--- config.mk ---
export PLATFORM = sky130hd
export DESIGN_NAME = bcd_counter_display
export DESIGN_NICKNAME = d
export VERILOG_FILES = /design/src/rtl/bcd_counter_display.sv
export SDC_FILE = /design/constraint.sdc
export NUM_CORES = 1
export LEC_CHECK = 0
export ABC_AREA = 1
export ABC_CLOCK_PERIOD_IN_PS = 2900
export BUFFER_PORTS_ARGS = -buffer_cell sky130_fd_sc_hd__buf_2
export CAP_MARGIN = 30
export CORE_ASPECT_RATIO = 0.6
export CORE_MARGIN = 2
export CORE_UTILIZATION = 30
export CTS_CLUSTER_SIZE = 10
export DETAILED_ROUTE_END_ITERATION = 7
export HOLD_SLACK_MARGIN = 0.02
export PLACE_DENSITY = 0.55
export SYNTH_ARGS = -nofsm -noshare
export SYNTH_HDL_FRONTEND = slang
export SYNTH_SLANG_ARGS = --single-unit
--- constraint.sdc ---
create_clock -name clk -period 2.9 [get_ports clk]
set_clock_uncertainty 0.1 [all_clocks]
set_input_delay 0.29 -clock clk [delete_from_list [all_inputs] [get_ports clk]]
set_output_delay 0.29 -clock clk [all_outputs]
set_load 0.02 [all_outputs]
--- src/rtl/bcd_counter_display.sv ---
// bcd_counter_display
//   N-digit BCD up/down counter with tick prescaler, digit scan multiplexer,
//   7-segment decoder and leading-zero blanking, driving a 7-segment bank.
//
// Parameters:
//   NUM_DIGITS  number of BCD digits / anodes (1..8)
//   TICK_DIV    clk cycles per count tick (>= 2)
//   SCAN_DIV    clk cycles per scan slot (>= 2)
//   ACTIVE_LOW  1 = seg/AN active-low, 0 = active-high
//
// Ports:
//   clk       system clock, rising edge
//   rstn      asynchronous active-low reset
//   en        count enable (gates the prescaler)
//   up_dn     1 = up, 0 = down
//   clear     synchronous clear of the count
//   load      synchronous load of load_val (nibbles > 9 clamp to 9)
//   load_val  BCD load value, digit i in [4i+3:4i]
//   blank_lz  blank leading zero digits
//   value     current BCD count
//   tick      one-cycle strobe when the count advances
//   tc        one-cycle terminal-count pulse on a tick-driven wrap
//   seg       segments, seg[0]=a .. seg[6]=g
//   AN        digit anodes
module bcd_counter_display #(
    parameter int NUM_DIGITS = 8,
    parameter int TICK_DIV   = 100_000_000,
    parameter int SCAN_DIV   = 100_000,
    parameter bit ACTIVE_LOW = 1'b1
) (
    input  logic                    clk,
    input  logic                    rstn,
    input  logic                    en,
    input  logic                    up_dn,
    input  logic                    clear,
    input  logic                    load,
    input  logic [4*NUM_DIGITS-1:0] load_val,
    input  logic                    blank_lz,
    output logic [4*NUM_DIGITS-1:0] value,
    output logic                    tick,
    output logic                    tc,
    output logic [6:0]              seg,
    output logic [NUM_DIGITS-1:0]   AN
);

    localparam int PW = $clog2(TICK_DIV);
    localparam int SW = $clog2(SCAN_DIV);
    localparam int IW = (NUM_DIGITS > 1) ? $clog2(NUM_DIGITS) : 1;

    localparam logic [PW-1:0] PRESC_MAX = PW'(TICK_DIV - 1);
    localparam logic [SW-1:0] SCAN_MAX  = SW'(SCAN_DIV - 1);
    localparam logic [IW-1:0] IDX_MAX   = IW'(NUM_DIGITS - 1);

    logic [PW-1:0]             presc;
    logic [SW-1:0]             scan_cnt;
    logic [IW-1:0]             scan_idx;
    logic [4*NUM_DIGITS-1:0]   next_val;
    logic [4*NUM_DIGITS-1:0]   load_cl;
    logic                      wrap;
    logic                      carry;
    logic [3:0]                d;
    logic                      zero_above;
    logic [NUM_DIGITS-1:0]     blank;
    logic [3:0]                cur;
    logic                      blank_cur;
    logic [6:0]                seg_log;
    logic [NUM_DIGITS-1:0]     an_log;

    function automatic logic [6:0] decode(input logic [3:0] v);
        case (v)
            4'd0:    decode = 7'b0111111;
            4'd1:    decode = 7'b0000110;
            4'd2:    decode = 7'b1011011;
            4'd3:    decode = 7'b1001111;
            4'd4:    decode = 7'b1100110;
            4'd5:    decode = 7'b1101101;
            4'd6:    decode = 7'b1111101;
            4'd7:    decode = 7'b0000111;
            4'd8:    decode = 7'b1111111;
            4'd9:    decode = 7'b1101111;
            default: decode = 7'b0000000;
        endcase
    endfunction

    assign tick = en && (presc == PRESC_MAX);

    always_ff @(posedge clk or negedge rstn) begin
        if (!rstn) begin
            presc <= '0;
        end else if (en) begin
            presc <= (presc == PRESC_MAX) ? '0 : presc + 1'b1;
        end
    end

    // Ripple carry/borrow: a digit moves only while every lower digit wrapped.
    always_comb begin
        next_val = value;
        carry    = 1'b1;
        d        = '0;
        for (int unsigned i = 0; i < NUM_DIGITS; i++) begin
            d = value[4*i +: 4];
            if (carry) begin
                if (up_dn) begin
                    if (d == 4'd9) begin
                        next_val[4*i +: 4] = 4'd0;
                    end else begin
                        next_val[4*i +: 4] = d + 4'd1;
                        carry = 1'b0;
                    end
                end else begin
                    if (d == 4'd0) begin
                        next_val[4*i +: 4] = 4'd9;
                    end else begin
                        next_val[4*i +: 4] = d - 4'd1;
                        carry = 1'b0;
                    end
                end
            end
        end
        wrap = carry;
    end

    always_comb begin
        load_cl = load_val;
        for (int unsigned i = 0; i < NUM_DIGITS; i++) begin
            if (load_val[4*i +: 4] > 4'd9) begin
                load_cl[4*i +: 4] = 4'd9;
            end
        end
    end

    always_ff @(posedge clk or negedge rstn) begin
        if (!rstn) begin
            value <= '0;
            tc    <= 1'b0;
        end else begin
            tc <= 1'b0;
            if (clear) begin
                value <= '0;
            end else if (load) begin
                value <= load_cl;
            end else if (tick) begin
                value <= next_val;
                tc    <= wrap;
            end
        end
    end

    always_ff @(posedge clk or negedge rstn) begin
        if (!rstn) begin
            scan_cnt <= '0;
            scan_idx <= '0;
        end else if (scan_cnt == SCAN_MAX) begin
            scan_cnt <= '0;
            scan_idx <= (scan_idx == IDX_MAX) ? '0 : scan_idx + 1'b1;
        end else begin
            scan_cnt <= scan_cnt + 1'b1;
        end
    end

    // Walk from the top digit down so zero_above means "this digit and all
    // higher digits are zero"; digit 0 is always shown.
    always_comb begin
        zero_above = 1'b1;
        blank      = '0;
        for (int unsigned i = 0; i < NUM_DIGITS; i++) begin
            zero_above = zero_above & (value[4*(NUM_DIGITS-1-i) +: 4] == 4'd0);
            blank[NUM_DIGITS-1-i] = blank_lz & zero_above & (i != NUM_DIGITS - 1);
        end
    end

    always_comb begin
        cur       = '0;
        blank_cur = 1'b0;
        an_log    = '0;
        for (int unsigned i = 0; i < NUM_DIGITS; i++) begin
            if (scan_idx == IW'(i)) begin
                cur       = value[4*i +: 4];
                blank_cur = blank[i];
            end
        end
        for (int unsigned i = 0; i < NUM_DIGITS; i++) begin
            an_log[i] = (scan_idx == IW'(i)) & ~blank_cur;
        end
        seg_log = blank_cur ? 7'b0000000 : decode(cur);
    end

    always_ff @(posedge clk or negedge rstn) begin
        if (!rstn) begin
            seg <= ACTIVE_LOW ? '1 : '0;
            AN  <= ACTIVE_LOW ? '1 : '0;
        end else begin
            seg <= ACTIVE_LOW ? ~seg_log : seg_log;
            AN  <= ACTIVE_LOW ? ~an_log : an_log;
        end
    end

endmodule

### Word-level counts from Yosys, hierarchy flattened

Memory sizes are Yosys's and may differ from the RTL's.
Cells that the tools add are included.

| storage, ports and cells | value |
|---|---|
| register bits | 95 |
| input port bits | 39 |
| word-level logic and storage cells | 203 |
| memory bits (read-only) | 112 |
| memories | 1 |

Memory list:

| memory | words | width | read ports | clocked after memory_dff | write ports | RTL line | source |
|---|---|---|---|---|---|---|---|
| (no name shown) | 16 | 7 | 1 | 0 | 0 | 70 | `case (v)` |

| cells by class | value |
|---|---|
| muxes and demuxes | 95 |
| reductions and logical operators | 25 |
| bitwise gates (word level) | 24 |
| $lt $le $gt $ge | 8 |
| equal/unequal tests | 17 |
| add/sub/neg operators | 19 |

Operator list:

| kind | number |
|---|---|
| 4-bit 2-to-1 mux | 47 |
| 32-bit 2-to-1 mux | 3 |
| 1-bit 2-to-1 mux | 41 |
| 4-bit by 1-bit adder with 4-bit output (second input constant) | 8 |
| 4-bit == test (second input constant) | 8 |
| 4-bit > comparator (second input constant) | 8 |
| 4-bit logical NOT | 8 |
| 4-bit by 1-bit subtractor with 4-bit output (second input constant) | 8 |
| 27-bit by 1-bit adder with 27-bit output (second input constant) | 1 |
| 27-bit == test (second input constant) | 1 |
| 27-bit 2-to-1 mux | 1 |
| 3-bit nonzero test | 8 |
| 1-bit bitwise AND | 21 |
| 17-bit by 1-bit adder with 17-bit output (second input constant) | 1 |
| 17-bit == test (second input constant) | 1 |
| 17-bit 2-to-1 mux | 1 |
| 2-bit AND reduction | 7 |
| 3-bit == test (second input constant) | 4 |
| 8-bit inverter | 1 |
| 7-bit 2-to-1 mux | 1 |
| 7-bit inverter | 1 |
| 3-bit by 2-bit == test with 1-bit output (second input constant) | 2 |
| 3-bit by 1-bit adder with 3-bit output (second input constant) | 1 |
| 3-bit by 1-bit == test with 1-bit output (second input constant) | 1 |
| other kinds (4) | 4 |

### Depth between registers and ports, before layout

Gate-level depths: netlist of the first run.

| logic depth | value |
|---|---|
| depth after elaboration | 18 |
| gate-level depth with buffers | 19 |
| gate-level depth less buffers | 19 |

### Worst setup path before layout of the first run

OpenSTA, ideal clock, no wires.

| path | value |
|---|---|
| path kind | reg-to-reg |
| start | register scan_idx[0] |
| end | register seg[3] |
| arrival | 1.979 ns |
| cell stages (with the launch flop) | 18 |
| path buffers | 0 |
| clock period less this slack | 2.168 ns |
| slack | 0.732 ns |
| path through | dfrtp_1 inv_1 ha_1 inv_1 nor2_1 nand3_1 nand3_1 nand3_1 nand3_1 nand2_1 nand2_1 nand2_1 nand2_1 inv_1 ha_1 nand2_1 o211ai_1 nand3_1 |

| between the ends | value |
|---|---|
| cells in the longest elaborated chain, start to end | 12 |
| elaborated cells between the ends (all ways) | 26 |
| those cells by class | eq/ne: 7; mux: 16; bitwise: 1; reduce/logical: 1; memory: 1 |

RTL lines:

| element | RTL line | source |
|---|---|---|
| from (decl) | 56 | `logic [IW-1:0] scan_idx;` |
| from (signal assigned) | 155 | `scan_idx <= (scan_idx == IDX_MAX) ? '0 : scan_idx + 1'b1;` |
| 3-bit logical NOT | 177 | `if (scan_idx == IW'(i)) begin` |
| 4-bit 2-to-1 mux (8 in series) | 177 |  |
| memory 16 x 7 bit | - |  |
| 7-bit 2-to-1 mux * | 185 | `seg_log = blank_cur ? 7'b0000000 : decode(cur);` |
| 7-bit inverter * | 193 | `seg <= ACTIVE_LOW ? ~seg_log : seg_log;` |
| to (signal assigned) | 190 | `seg <= ACTIVE_LOW ? '1 : '0;` |
| to (signal assigned) | 193 |  |
| to (decl) | 42 | `output logic [6:0] seg,` |

Mark *: on every way between the ends. The rest lies on a longest branch, timed or not.
A chain may end at the register's enable or synchronous reset.

### Worst setup path in the final report of the first run

Same ends and word-level chain as after synthesis.

==> impl_metrics.yaml, run 1 <==
status:
  result_of_the_run: "complete, no violations"
grt:
  grt_antenna_before_repair: 0
  total_global_routing_overflow: 0
  grt_pass1_vias: 6005
  grt.total_usage: 0.183
  wire_length_of_the_first_global_routing_pass_mm: 33.8
  grt_max_degree: 44
layout:
  syn2layout_area_growth_pct: 16.7
  finish.net_count: 1103
  antennaDiodeCount: 0
  stdcell_count: 1340
  final.fill_count: 2411
  final-seq-area_um2: 2400
  multi_input_gate_area_um2: 3720
  drive_gt1_frac: 0.164
pwr:
  finalPower_mw: 4.08
  leakage_power_nw: 3.91
  ir_worst_vdd_v: 0.000237
  power_frac_comb: 0.275
  share_clk_of_total_power: 0.312
  power_frac_seq: 0.413
  p_per_area_nw_per_um2: 513
  power.net_switching_mw: 1.53
  net_switching_share_of_the_total_power: 0.376
  cellInternalPower_mw: 2.55
worst_setup_path:
  worst-path-max-fanout: 5
  endpoint: "seg[3]"
  start_kind: "register"
  crit_type: "reg -> reg"
  r2r_setup_slack_ps: 280
  reg2regPathDepth: 17
  critical_path_arrival_ps: 2780
  startpoint: "scan_idx[0]"
  worst-endpoint-required_ps: 3060
  timing.critical_path.to_type: "register"
  critical_path.reg2reg.endpoint: "seg[3]"
  timing.rr.start: "scan_idx[0]"
cts:
  cts_root_buffer: "sky130_fd_sc_hd__clkbuf_16"
  cts.repair_timing.setup_buffer_count: 0
  cts_max_path_bufs: 2
  clock_pin_transition_on_the_worst_setup_and_hold_timing_paths_ps: 80
  cts_tree: "yes"
  clock-sinks: 95
  post_cts_resized: 0
  insertion_delay_ps: 370
  holdBufCountCts: 1
  numCtsBuffers: 9
  htree_levels: 3
sta:
  grt_setup_unrepaired: "false"
  tightestPinTransition_ps: 817
  hold_viol: 0
  number_of_max_slew_violations_in_the_final_report: 0
  min_period_ps: 2620
  final.period_utilization: 0.903
  max_slew_margin: 0.454
  timing.setup.tns_ps: 0
  clock.fmax_ghz: 0.382
  setup_viol: 0
place:
  numPlacedInstances: 1323
  port_buffers: 87
  gp_congestion: 0.877
  place_hpwl_mm: 16.4
logic_synthesis:
  synth-seq-area-share: 0.351
  area_fraction_of_the_dominant_cell_type_after_synthesis: 0.293
  post_synth_main_area_contributors: "sky130_fd_sc_hd__dfrtp_1 29%, sky130_fd_sc_hd__nand2_1 9.7%, sky130_fd_sc_hd__inv_1 8.7%"
  postSynthNetCount: 1013
  syn-instance-count: 937
  post_synth.cell_area_avg_um2: 7.28
  ys_types: 47
  ys.warnings.count: 0
  cell_type_contributing_the_most_total_cell_area_after_synthesis: "sky130_fd_sc_hd__dfrtp_1"
  number_of_synthesized_register_bits: 95
  syn-cell-area_um2: 6820
detailed_routing:
  detailroute.via_count: 6598
  detail_route.iter0.violations: 592
  wl_per_cell_um: 15.8
  detailedRoute.firstPassIterationCount: 5
  finalWirelength_mm: 21.1
  drc: 0
  avgViaCountPerCell: 4.92
  final_antenna_net_count: 0
floorplanning:
  core_area_um2: 22200
  placement_rows: 42
  chipHeight_um: 121
  total_die_area_um2: 24000
  initial_utilization: 0.308
  design.portCount: 88
  die_width_um: 199
min_path:
  timing.hold.worst.class: "in -> reg"
job:
  max_cap_violations: 0
cell usage after synthesis (all sizes together):
library cell	number
a22oi	2
and3	1
inv	160
or2	1
o221a	1
o2111ai	2
ha	37
o22ai	3
nand4	28
buf	6
o32ai	1
a221oi	6
o221ai	7
a21oi	53
a32oi	2
o21ai	92
o211ai	7
o31ai	1
a211oi	3
nand3	84
xnor2	15
nor3	23
xor2	17
a31oi	5
dfstp	15
dfrtp	80
nor4	8
nand2	182
o21a	3
clkbuf	15
nor2	75
nor3b	2
power groups by stage:
stage	clock (mW)	sequential (mW)	combinational (mW)
after CTS	1.31	1.68	1.12
final	1.27	1.68	1.12
after global routing	1.36	1.71	1.26
after floorplan	0	1.74	0.688
after global placement	0	1.71	1.10
after detailed placement	0	1.70	1.11
kinds of logic (layout without fill, tap and decap cells):
kind of cell / after synthesis / in the layout / share of synthesized area
fa+ha+maj: 37 / 37 / 0.0679
flops: 95 / 95 / 0.351
xor+xnor: 32 / 32 / 0.0411
simple gates: 404 / 404 / 0.275
compound gates: 188 / 188 / 0.162
buf+inv: 181 / 276 / 0.103
critical path, stage by stage, from the launching register on:
cell and delay (ps):
sky130_fd_sc_hd__dfrtp_1 430, sky130_fd_sc_hd__inv_1 100, sky130_fd_sc_hd__ha_1 180, sky130_fd_sc_hd__inv_1 40, sky130_fd_sc_hd__nor2_1 230, sky130_fd_sc_hd__nand3_1 110, sky130_fd_sc_hd__nand3_1 90, sky130_fd_sc_hd__nand3_1 70
sky130_fd_sc_hd__nand3_1 80, sky130_fd_sc_hd__nand2_1 60, sky130_fd_sc_hd__nand2_1 120, sky130_fd_sc_hd__nand2_1 80, sky130_fd_sc_hd__nand2_1 160, sky130_fd_sc_hd__inv_1 110, sky130_fd_sc_hd__ha_1 290, sky130_fd_sc_hd__nand2_1 60
sky130_fd_sc_hd__o211ai_1 100, sky130_fd_sc_hd__nand3_1 100
flip-flops by register name, summed over array words and instances (netlist names):
register	count
AN	8
tc	1
value	32
seg	7
scan_idx	3
scan_cnt	17
presc	27
cell type report:
type / count / share of cell area
Clock buffer: 9 / 0.0283
Clock inverter: 7 / 0.00990
Inverter: 160 / 0.0754
Multi-Input combinational cell: 661 / 0.468
Timing Repair Buffer: 100 / 0.0691
Tap cell: 308 / 0.0484
Sequential cell: 95 / 0.301
per-layer routing:
metal / track usage / vias to the layer above / wire length (um)
met5: 0 / - / 0
met4: 0.0345 / 0 / 168
met3: 0.0399 / 16 / 1460
met2: 0.226 / 220 / 7670
met1: 0.308 / 3060 / 11800
li1: - / 3302 / -
per-stage QoR:
stage	hold WS [ps]	util	setup slack [ps]	area (um^2)
CTS	95.5	0.359	318	7960
floorplan	-106	-	732	6820
finish	104	0.359	280	7960
global placement	245	0.345	420	7650
detailed placement	253	0.345	336	7650
global route	131	0.359	37.0	7960
how the worst min path moves through the flow:
stage,start,end,cells after the start
3_3_place_gp,rstn,presc[0],1
4_1_cts,load_val[23],value[23],3
3_5_place_dp,rstn,presc[0],1
2_1_floorplan,rstn,presc[0],0
5_1_grt,blank_lz,AN[7],3
6_report,load_val[23],value[23],3
cell usage in the layout (no fill, tap or decap), types with 4 or more instances in the layout:
cell type,count
sky130_fd_sc_hd__a221oi_1,6
sky130_fd_sc_hd__nand3_2,4
sky130_fd_sc_hd__nor2_2,8
sky130_fd_sc_hd__inv_1,158
sky130_fd_sc_hd__xnor2_1,15
sky130_fd_sc_hd__a31oi_1,5
sky130_fd_sc_hd__o21ai_0,79
sky130_fd_sc_hd__buf_4,12
sky130_fd_sc_hd__a21oi_1,53
sky130_fd_sc_hd__dfstp_2,15
sky130_fd_sc_hd__o221ai_1,7
sky130_fd_sc_hd__clkbuf_16,9
sky130_fd_sc_hd__nor3_2,5
sky130_fd_sc_hd__nor4_1,7
sky130_fd_sc_hd__ha_1,37
sky130_fd_sc_hd__xor2_1,17
sky130_fd_sc_hd__nand3_1,79
sky130_fd_sc_hd__dfrtp_1,80
sky130_fd_sc_hd__o21ai_2,5
sky130_fd_sc_hd__o211ai_1,7
sky130_fd_sc_hd__nand2_1,177
sky130_fd_sc_hd__nor3_1,18
sky130_fd_sc_hd__nor2_1,66
sky130_fd_sc_hd__nand2_2,5
sky130_fd_sc_hd__o21ai_1,6
sky130_fd_sc_hd__buf_2,86
sky130_fd_sc_hd__nand4_1,25
Note: power is estimated with default switching activity, not from simulation.
==> run 2: changes to the inputs <==
Settings changed: ABC_CLOCK_PERIOD_IN_PS 2900 to 3300, CORE_UTILIZATION 30 to 58, PLACE_DENSITY 0.55 to 0.88.
Clock period 2.9 ns to 3.3 ns, I/O delays scaled along.
==> impl_metrics.yaml, run 2 (synthesis gave the netlist of run 1 again) <==
grt:
  busiest_layer: "met1"
  use_met1: 0.504
  grt_max_degree: 56
  gr-usage-met3: 0.0787
  grt_use_met2: 0.424
  grt_pass1_vias: 6156
  wire_length_of_the_first_global_routing_pass_mm: 31.4
  grt_antenna_before_repair: 0
  total_global_routing_overflow: 0
  grt.total_usage: 0.318
place:
  place_hpwl_mm: 14.3
  placement.cell_area_um2: 7400
  gp_congestion: 0.989
  port_buffers: 87
  numPlacedInstances: 1169
detailed_routing:
  detail_route.iter0.violations: 925
  detailroute.via_count: 6981
  finalWirelength_mm: 19.3
  avgViaCountPerCell: 5.88
  wl_per_cell_um: 16.2
  detailedRoute.firstPassIterationCount: 8
  drc: 0
  final_antenna_net_count: 0
worst_setup_path:
  critical_path_arrival_ps: 2770
  worst-endpoint-required_ps: 3460
  worst-path-max-fanout: 6
  timing.critical_path.to_type: "register"
  crit_type: "reg -> reg"
  start_kind: "register"
  r2r_setup_slack_ps: 700
sta:
  tightestPinTransition_ps: 1060
  setup_viol: 0
  timing.setup.tns_ps: 0
  hold_viol: 0
  grt_setup_unrepaired: "false"
  min_period_ps: 2600
  final.period_utilization: 0.788
  clock.fmax_ghz: 0.384
  number_of_max_slew_violations_in_the_final_report: 0
  max_slew_margin: 0.293
floorplanning:
  design.portCount: 88
  initial_utilization: 0.600
  chipHeight_um: 88.0
  total_die_area_um2: 12700
  die_width_um: 144
  core_area_um2: 11400
  placement_rows: 30
pwr:
  p_per_area_nw_per_um2: 455
  ir_worst_vdd_v: 0.000261
  leakage_power_nw: 3.87
cts:
  cts_root_buffer: "sky130_fd_sc_hd__clkbuf_16"
  cts.repair_timing.setup_buffer_count: 0
  numCtsBuffers: 9
  post_cts_resized: 0
  cts_tree: "yes"
  htree_levels: 3
  cts_max_path_bufs: 2
  clock-sinks: 95
  insertion_delay_ps: 350
  holdBufCountCts: 1
  clock_pin_transition_on_the_worst_setup_and_hold_timing_paths_ps: 80
status:
  result_of_the_run: "complete, no violations"
layout:
  mostFrequentLayoutCell: "sky130_fd_sc_hd__nand2_1"
  summed_area_of_non_filler_cells_in_the_final_layout_um2: 7710
  layout.cells.most_common_list: "177 x sky130_fd_sc_hd__nand2_1, 158 x sky130_fd_sc_hd__inv_1, 86 x sky130_fd_sc_hd__buf_2"
  syn2layout_area_growth_pct: 13.0
  drive_gt1_frac: 0.159
  top_regs: "value x32, presc x27, scan_cnt x17"
  final.fill_count: 920
  largest_register_ff_count: 32
  multi_input_gate_area_um2: 3720
  final-seq-area_um2: 2400
  largest-register: "value"
  finish.net_count: 1097
  stdcell_count: 1187
min_path:
  timing.hold.worst.class: "in -> reg"
job:
  max_cap_violations: 0
run 2: final timing paths:
kind	startpoint	to	cells after the start
max	scan_idx[1]	seg[3]	17
min	blank_lz	AN[7]	3
max reg2reg	scan_idx[1]	seg[3]	17
min reg2reg	scan_cnt[0]	scan_cnt[0]	1
max in group asynchronous	rstn	AN[2]	3
min in group asynchronous	rstn	scan_cnt[12]	2
run 2: where the power goes:
| group | internal [mW] | switching (mW) | leakage, nW | total [mW] |
|---|---|---|---|---|
| combinational | 0.328 | 0.649 | 2.58 | 0.977 |
| clock | 0.531 | 0.511 | 0.143 | 1.04 |
| sequential | 1.30 | 0.184 | 1.15 | 1.49 |
| total | 2.16 | 1.34 | 3.87 | 3.51 |
run 2: cell type report:
| cell class | count | area share |
|---|---|---|
| Inverter | 160 | 0.0779 |
| Clock buffer | 9 | 0.0292 |
| Timing Repair Buffer | 94 | 0.0640 |
| Multi-Input combinational cell | 661 | 0.483 |
| Antenna cell | 1 | 0.000325 |
| Tap cell | 160 | 0.0260 |
| Clock inverter | 7 | 0.00860 |
| Sequential cell | 95 | 0.311 |
run 2: per-layer routing:
layer / vias to the layer above / share of wire
met5: - / 0
met1: 3179 / 0.46
met4: 0 / 0.016
met3: 40 / 0.14
li1: 3281 / -
met2: 481 / 0.39
run 2: metrics by stage:
stage	setup WS [ps]	hold WS (ps)	util	total power, mW
after global routing	451	135	0.678	3.69
after detailed placement	762	339	0.651	2.44
after global placement	807	340	0.651	2.43
after CTS	744	124	0.678	3.49
final	698	132	0.678	3.51
after floorplan	1130	-65.6	-	2.13
run 2: worst max-delay path, stage by stage (launching register included):
cell and delay (ps):
sky130_fd_sc_hd__dfrtp_1 410, sky130_fd_sc_hd__inv_1 100, sky130_fd_sc_hd__ha_1 200, sky130_fd_sc_hd__inv_1 100, sky130_fd_sc_hd__nor2_2 240, sky130_fd_sc_hd__nand2_1 80
sky130_fd_sc_hd__nand3_1 90, sky130_fd_sc_hd__nand3_1 60, sky130_fd_sc_hd__nand3_1 100, sky130_fd_sc_hd__nand2_1 70, sky130_fd_sc_hd__nand2_1 90, sky130_fd_sc_hd__nand2_1 60
sky130_fd_sc_hd__nand2_1 160, sky130_fd_sc_hd__inv_1 110, sky130_fd_sc_hd__ha_1 290, sky130_fd_sc_hd__nand2_1 60, sky130_fd_sc_hd__o211ai_1 100, sky130_fd_sc_hd__nand3_1 90
